## src/rtl/filter_gin_receiver.sv

```systemverilog
// Filter GIN receiver. Pops tagged filter words from the global-input NoC FIFOs,
// keeps only words addressed to this PE (exact ID or all-ones broadcast tag), and
// serializes each kept word lane by lane into the PE filter scratchpad.
module filter_gin_receiver #(
  parameter int unsigned FIFO_IN_WIDTH = 64,
  parameter int unsigned DATA_WIDTH    = 16,
  parameter int unsigned ROW_TAG_WIDTH = 4,
  parameter int unsigned COL_TAG_WIDTH = 4,
  parameter int unsigned COUNT_WIDTH   = 12
) (
  input  logic                     clk,
  input  logic                     reset,
  input  logic                     start,
  output logic                     busy,
  output logic                     done,
  input  logic [ROW_TAG_WIDTH-1:0] row_id,
  input  logic [COL_TAG_WIDTH-1:0] col_id,
  input  logic [COUNT_WIDTH-1:0]   expected_count,
  input  logic                     gin_fifo_empty,
  output logic                     re_from_gin_fifo,
  input  logic [FIFO_IN_WIDTH-1:0] din,
  input  logic                     tags_fifo_empty,
  output logic                     re_from_tags_fifo,
  input  logic [ROW_TAG_WIDTH-1:0] row_tag,
  input  logic [COL_TAG_WIDTH-1:0] col_tag,
  input  logic                     spad_full,
  output logic                     we_to_spad,
  output logic [DATA_WIDTH-1:0]    dout,
  output logic [COUNT_WIDTH-1:0]   delivered
);

  localparam int unsigned Ratio = FIFO_IN_WIDTH / DATA_WIDTH;
  localparam int unsigned LaneW = (Ratio > 1) ? $clog2(Ratio) : 1;

  typedef enum logic [1:0] {StIdle, StLoad, StShift, StDone} state_e;

  state_e                   state_q, state_d;
  logic [FIFO_IN_WIDTH-1:0] shift_q, shift_d;
  logic [LaneW-1:0]         lane_q, lane_d;
  logic [COUNT_WIDTH-1:0]   delivered_q, delivered_d;
  logic [COUNT_WIDTH-1:0]   expected_q, expected_d;

  logic pop, match, write;

  // State and datapath registers
  always_ff @(posedge clk or negedge reset) begin
    if (!reset) begin
      state_q     <= StIdle;
      shift_q     <= '0;
      lane_q      <= '0;
      delivered_q <= '0;
      expected_q  <= '0;
    end else begin
      state_q     <= state_d;
      shift_q     <= shift_d;
      lane_q      <= lane_d;
      delivered_q <= delivered_d;
      expected_q  <= expected_d;
    end
  end

  // Next-state and datapath updates
  always_comb begin
    state_d     = state_q;
    shift_d     = shift_q;
    lane_d      = lane_q;
    delivered_d = delivered_q;
    expected_d  = expected_q;
    unique case (state_q)
      StIdle: begin
        if (start) begin
          expected_d  = expected_count;
          delivered_d = '0;
          state_d     = (expected_count == '0) ? StDone : StLoad;
        end
      end
      StLoad: begin
        // Non-matching pops simply drop the word and stay here
        if (pop && match) begin
          shift_d = din;
          lane_d  = '0;
          state_d = StShift;
        end
      end
      StShift: begin
        if (write) begin
          delivered_d = delivered_q + COUNT_WIDTH'(1);
          lane_d      = lane_q + LaneW'(1);
          // Job completion wins over word exhaustion; leftover lanes are dropped
          if (delivered_q + COUNT_WIDTH'(1) == expected_q) begin
            state_d = StDone;
          end else if (lane_q == LaneW'(Ratio - 1)) begin
            state_d = StLoad;
          end
        end
      end
      StDone: state_d = StIdle;
      default: state_d = StIdle;
    endcase
  end

  // Outputs: handshakes are combinational so pops/writes happen in the same cycle
  always_comb begin
    match = ((row_tag == row_id) || (row_tag == '1)) &&
            ((col_tag == col_id) || (col_tag == '1));
    // Both FIFOs must be non-empty so data and tags never fall out of step
    pop   = (state_q == StLoad) && !gin_fifo_empty && !tags_fifo_empty;
    write = (state_q == StShift) && !spad_full;

    busy              = (state_q == StLoad) || (state_q == StShift);
    done              = (state_q == StDone);
    re_from_gin_fifo  = pop;
    re_from_tags_fifo = pop;
    we_to_spad        = write;
    dout              = shift_q[DATA_WIDTH*int'(lane_q) +: DATA_WIDTH];
    delivered         = delivered_q;
  end

endmodule

```

## config.mk

```make
export PLATFORM = sky130hd
export DESIGN_NAME = filter_gin_receiver
export DESIGN_NICKNAME = d
export VERILOG_FILES = /design/src/rtl/filter_gin_receiver.sv
export SDC_FILE = /design/constraint.sdc
export NUM_CORES = 1
export LEC_CHECK = 0
export CORE_UTILIZATION = 48
export DETAILED_ROUTE_END_ITERATION = 8
export PLACE_DENSITY = 0.89
export SYNTH_ARGS = -nofsm -noshare
export SYNTH_HDL_FRONTEND = slang
export SYNTH_SLANG_ARGS = --single-unit
```

## constraint.sdc

```tcl
create_clock -name clk -period 2.72 [get_ports clk]
set_input_delay 0.544 -clock clk [delete_from_list [all_inputs] [get_ports clk]]
set_output_delay 0.544 -clock clk [all_outputs]
set_load 0.05 [all_outputs]
```

==> results.txt <==
----------------------------------------------------
[Outcome]
  Result of the run ... complete, no violations

[Logic synthesis]
  Async set or reset register ratio after synthesis ... 100%
  Cell Area, Synth ... 4620 sq um
  Syn_nets ... 456
  Top flip-flop cell by instance count after synthesis ... sky130_fd_sc_hd__dfrtp_1
  Register bit total from synthesis ... 92
  Count of flip-flops with a built-in enable after synthesis ... 0
  Portion of the post-synthesis area used by sequential elements ... 49.9%
  Synth cell types ... 48
  Post-Synthesis Mean Instance Area ... 13.2 sq um
  Warning count from the yosys run ... 0
  Synth Instances ... 350

[Power and ir drop]
  Combinational power share ... 37.4%
  Power density over the cells ... 681 nW/um^2
  Internal cell power ... 2.79 mW
  Part of the total power dissipated in sequential elements ... 41.2%
  Standby leakage power ... 2.81 nW
  Switching power share of the total ... 35.0%
  Worst vdd ir ... 0.374 mV
  Clock network fraction of total power ... 21.3%
  Net switching power of the design ... 1.50 mW
  Post-layout total power ... 4.29 mW

[Global routing]
  Vias in the first global route ... 3592
  Global-route wire length before repair ... 17700 um
  Global routing met1 resource utilization ... 28.2%
  Met2 Usage GRT ... 38.5%
  Overflow left after global routing ... 0
  Overall global routing resource usage ... 23.1%
  GR Layer Usage met3 ... 5.50%
  Gr busiest metal ... met2
  Largest net degree at the start of global routing ... 61
  Number of antenna violations at the first check in global routing ... 0

[Die]
  Die footprint ... 10000 sq um
  Die H ... 100 um
  Row cnt ... 35
  Core area ... 9280 sq um
  X dimension of the die ... 100 um
  Boundary Pins ... 131
  Starting density of the core ... 49.7%

[Layout]
  Total number of nets in the final design ... 588
  Final Core Density ... 67.8%
  Number of inserted diodes ... 0
  Area Growth Syn to Fin ... 36.3%
  Fraction of layout cells with a size suffix above 1 ... 30.5%
  Final cell area excluding filler cells ... 6290 sq um

[CTS]
  Count of instances resized after the clock tree is built ... 0
  Clk slew on worst S/H paths ... 0.09 ns
  CTS root buf ... sky130_fd_sc_hd__clkbuf_8
  CTS Buf Count ... 9
  Total setup buffers inserted after CTS ... 0
  Max H-tree Level ... 3
  CTS tree ... yes
  Clock Tree Buf Depth ... 2
  Clock latency on the worst-skew pair ... 0.35 ns
  CTS sink cnt ... 92
  Number of hold-repair buffers added at the cts stage ... 0

[Place]
  Gpl congestion ... 0.857
  I/O Buffers ... 130
  Dpl hpwl ... 8410 um
  Area after DPL ... 6090 sq um

[Route]
  DR pass1 iterations ... 5
  Initial DRC Count ... 135
  Routed via count ... 3470
  Total wirelength of the detailed-routed design ... 11200 um
  Remaining DRCs ... 0
  WL per Instance ... 18.3 um
  Mean number of vias per cell ... 5.64
  Antenna Violating Nets Remaining ... 0

[Timing]
  Top achievable clock speed ... 397 MHz
  Number of max-slew violations in the final report ... 0
  Tmin final ... 2.52 ns
  Setup-violating endpoint count in the final report ... 0
  Tcrit/Tclk final ... 92.7%
  Fin Setup TNS ... 0 ns
  Hold violation total from the final report ... 0
  Max-slew headroom ... 40.5%
  Setup skew after layout ... 0.0106 ns
  Hold WS ... 0.199 ns
  Least-Margin Pin Slew ... 0.893 ns
  RSZ-0062 raised after global routing ... false

[Worst setup path]
  Critical path type ... flip-flop to flip-flop
  Maximum net fanout on the critical path ... 9
  Startpoint types ... flip-flop
  Required time at the worst-slack endpoint ... 2.96 ns
  Kind of end point of the critical path ... flip-flop
  Arrival time at the worst endpoint ... 2.76 ns

[Job]
  Maximum Capacitance Violations ... 0

[Min path]
  Type of the worst min-delay path ... input pin to async pin

----------------------------------------------------
[routing by layer]
metal,vias up,part of all wire (%)
met1,1737,40
li1,1570,-
met3,28,6.5
met2,135,50
met5,-,0
met4,0,3.4
[state kept, by name, indices dropped and copies added, names as in the netlist]
| signal | flops |
|---|---|
| state_q | 2 |
| shift_q | 64 |
| expected_q | 12 |
| delivered | 12 |
| lane_q | 2 |
[cells by family (layout without fill, tap and decap cells)]
kind of cell	count (synthesis)	count (layout)	share of synthesized area (%)
buffers and inverters	24	160	2.11
AOI/OAI and AO/OA	49	49	7.53
muxes	93	93	26.6
adders and majority gates	8	8	2.17
and+or+nand+nor	60	60	7.21
xor gates and xnor gates	24	24	4.55
DFF	92	92	49.9
[worst paths after layout]
path                         startpoint       endpoint  slack, ns  cells past startpoint
max in group asynchronous         reset    shift_q[23]       1.87                      2
min in group clk            shift_q[49]    shift_q[49]       0.51                      1
setup / recovery           delivered[2]     state_q[0]       0.20                      7
hold reg to reg             shift_q[49]    shift_q[49]       0.51                      1
setup reg to reg           delivered[2]     state_q[0]       0.20                      7
hold / removal                    reset  expected_q[6]       0.20                      1
[cell usage in the layout, fill, tap and decap left out, types with 2 or more instances in the layout]
| cell type | instances |
|---|---|
| sky130_fd_sc_hd__a21o_1 | 2 |
| sky130_fd_sc_hd__a21oi_1 | 6 |
| sky130_fd_sc_hd__a31oi_1 | 2 |
| sky130_fd_sc_hd__and2_1 | 2 |
| sky130_fd_sc_hd__buf_12 | 5 |
| sky130_fd_sc_hd__buf_4 | 24 |
| sky130_fd_sc_hd__clkbuf_8 | 9 |
| sky130_fd_sc_hd__clkdlybuf4s50_1 | 110 |
| sky130_fd_sc_hd__clkinv_4 | 2 |
| sky130_fd_sc_hd__dfrtp_1 | 91 |
| sky130_fd_sc_hd__ha_1 | 8 |
| sky130_fd_sc_hd__inv_1 | 6 |
| sky130_fd_sc_hd__inv_6 | 2 |
| sky130_fd_sc_hd__mux2_2 | 76 |
| sky130_fd_sc_hd__mux4_2 | 16 |
| sky130_fd_sc_hd__nand2_1 | 14 |
| sky130_fd_sc_hd__nand3_1 | 5 |
| sky130_fd_sc_hd__nand4_1 | 8 |
| sky130_fd_sc_hd__nor2_1 | 9 |
| sky130_fd_sc_hd__nor2b_1 | 2 |
| sky130_fd_sc_hd__nor3_1 | 4 |
| sky130_fd_sc_hd__nor4_1 | 3 |
| sky130_fd_sc_hd__o21ai_0 | 18 |
| sky130_fd_sc_hd__o31ai_1 | 4 |
| sky130_fd_sc_hd__o41ai_1 | 5 |
| sky130_fd_sc_hd__or3_1 | 2 |
| sky130_fd_sc_hd__xnor2_1 | 12 |
| sky130_fd_sc_hd__xor2_1 | 12 |
[power groups by stage]
| stage | Combinational [mW] | Sequential, mW | Clock [mW] |
|---|---|---|---|
| after floorplan | 1.08 | 1.75 | 0 |
| after global placement | 1.55 | 1.78 | 0 |
| after detailed placement | 1.60 | 1.79 | 0 |
| after CTS | 1.61 | 1.76 | 0.931 |
| after global routing | 1.72 | 1.79 | 0.999 |
| final | 1.60 | 1.77 | 0.915 |
[synthesized netlist by cell type, types with 2 or more instances]
library cell,instances,share of area [%]
sky130_fd_sc_hd__a21o_1,2,0.33
sky130_fd_sc_hd__mux2_2,76,19
sky130_fd_sc_hd__buf_2,3,0.33
sky130_fd_sc_hd__dfrtp_1,92,50
sky130_fd_sc_hd__xor2_1,12,2.3
sky130_fd_sc_hd__nor2b_1,2,0.27
sky130_fd_sc_hd__or3_1,2,0.27
sky130_fd_sc_hd__o41ai_1,5,0.95
sky130_fd_sc_hd__nor2_1,9,0.73
sky130_fd_sc_hd__o21ai_0,18,2.0
sky130_fd_sc_hd__nand3_1,6,0.65
sky130_fd_sc_hd__mux4_2,16,7.8
sky130_fd_sc_hd__a21oi_1,6,0.65
sky130_fd_sc_hd__nor3_1,4,0.43
sky130_fd_sc_hd__a31oi_1,2,0.27
sky130_fd_sc_hd__nand2_1,14,1.1
sky130_fd_sc_hd__ha_1,8,2.2
sky130_fd_sc_hd__xnor2_1,12,2.3
sky130_fd_sc_hd__buf_1,2,0.16
sky130_fd_sc_hd__nor3b_1,2,0.33
sky130_fd_sc_hd__nand4_1,8,1.1
sky130_fd_sc_hd__inv_1,6,0.49
sky130_fd_sc_hd__and2_1,2,0.27
sky130_fd_sc_hd__nor4_1,3,0.41
sky130_fd_sc_hd__o31ai_1,4,0.65
sky130_fd_sc_hd__clkbuf_1,12,0.98
[final cells by class]
cell class | instances | area (sq um)
Clock buffer | 9 | 124
Clock inverter | 6 | 72.6
Inverter | 6 | 22.5
Sequential cell | 92 | 2300
Multi-Input combinational cell | 234 | 2230
Timing Repair Buffer | 139 | 1380
Tap cell | 129 | 161
Fill cell | 688 | 2990
[critical path: stages (launching register included)]
cell and delay (ns):
sky130_fd_sc_hd__dfrtp_1 0.54, sky130_fd_sc_hd__nand3_1 0.23, sky130_fd_sc_hd__or3_1 0.39, sky130_fd_sc_hd__and4b_1 0.19
sky130_fd_sc_hd__a311o_1 0.38, sky130_fd_sc_hd__a311oi_2 0.40, sky130_fd_sc_hd__nor2_2 0.10, sky130_fd_sc_hd__o32a_1 0.18
[metrics by stage]
stage	setup slack (ns)	cells
final	0.199	615
after floorplan	0.130	350
after global placement	0.164	600
after global routing	0.0669	615
after CTS	0.211	615
after detailed placement	0.0785	600
Power figures use the tool's default switching activity.
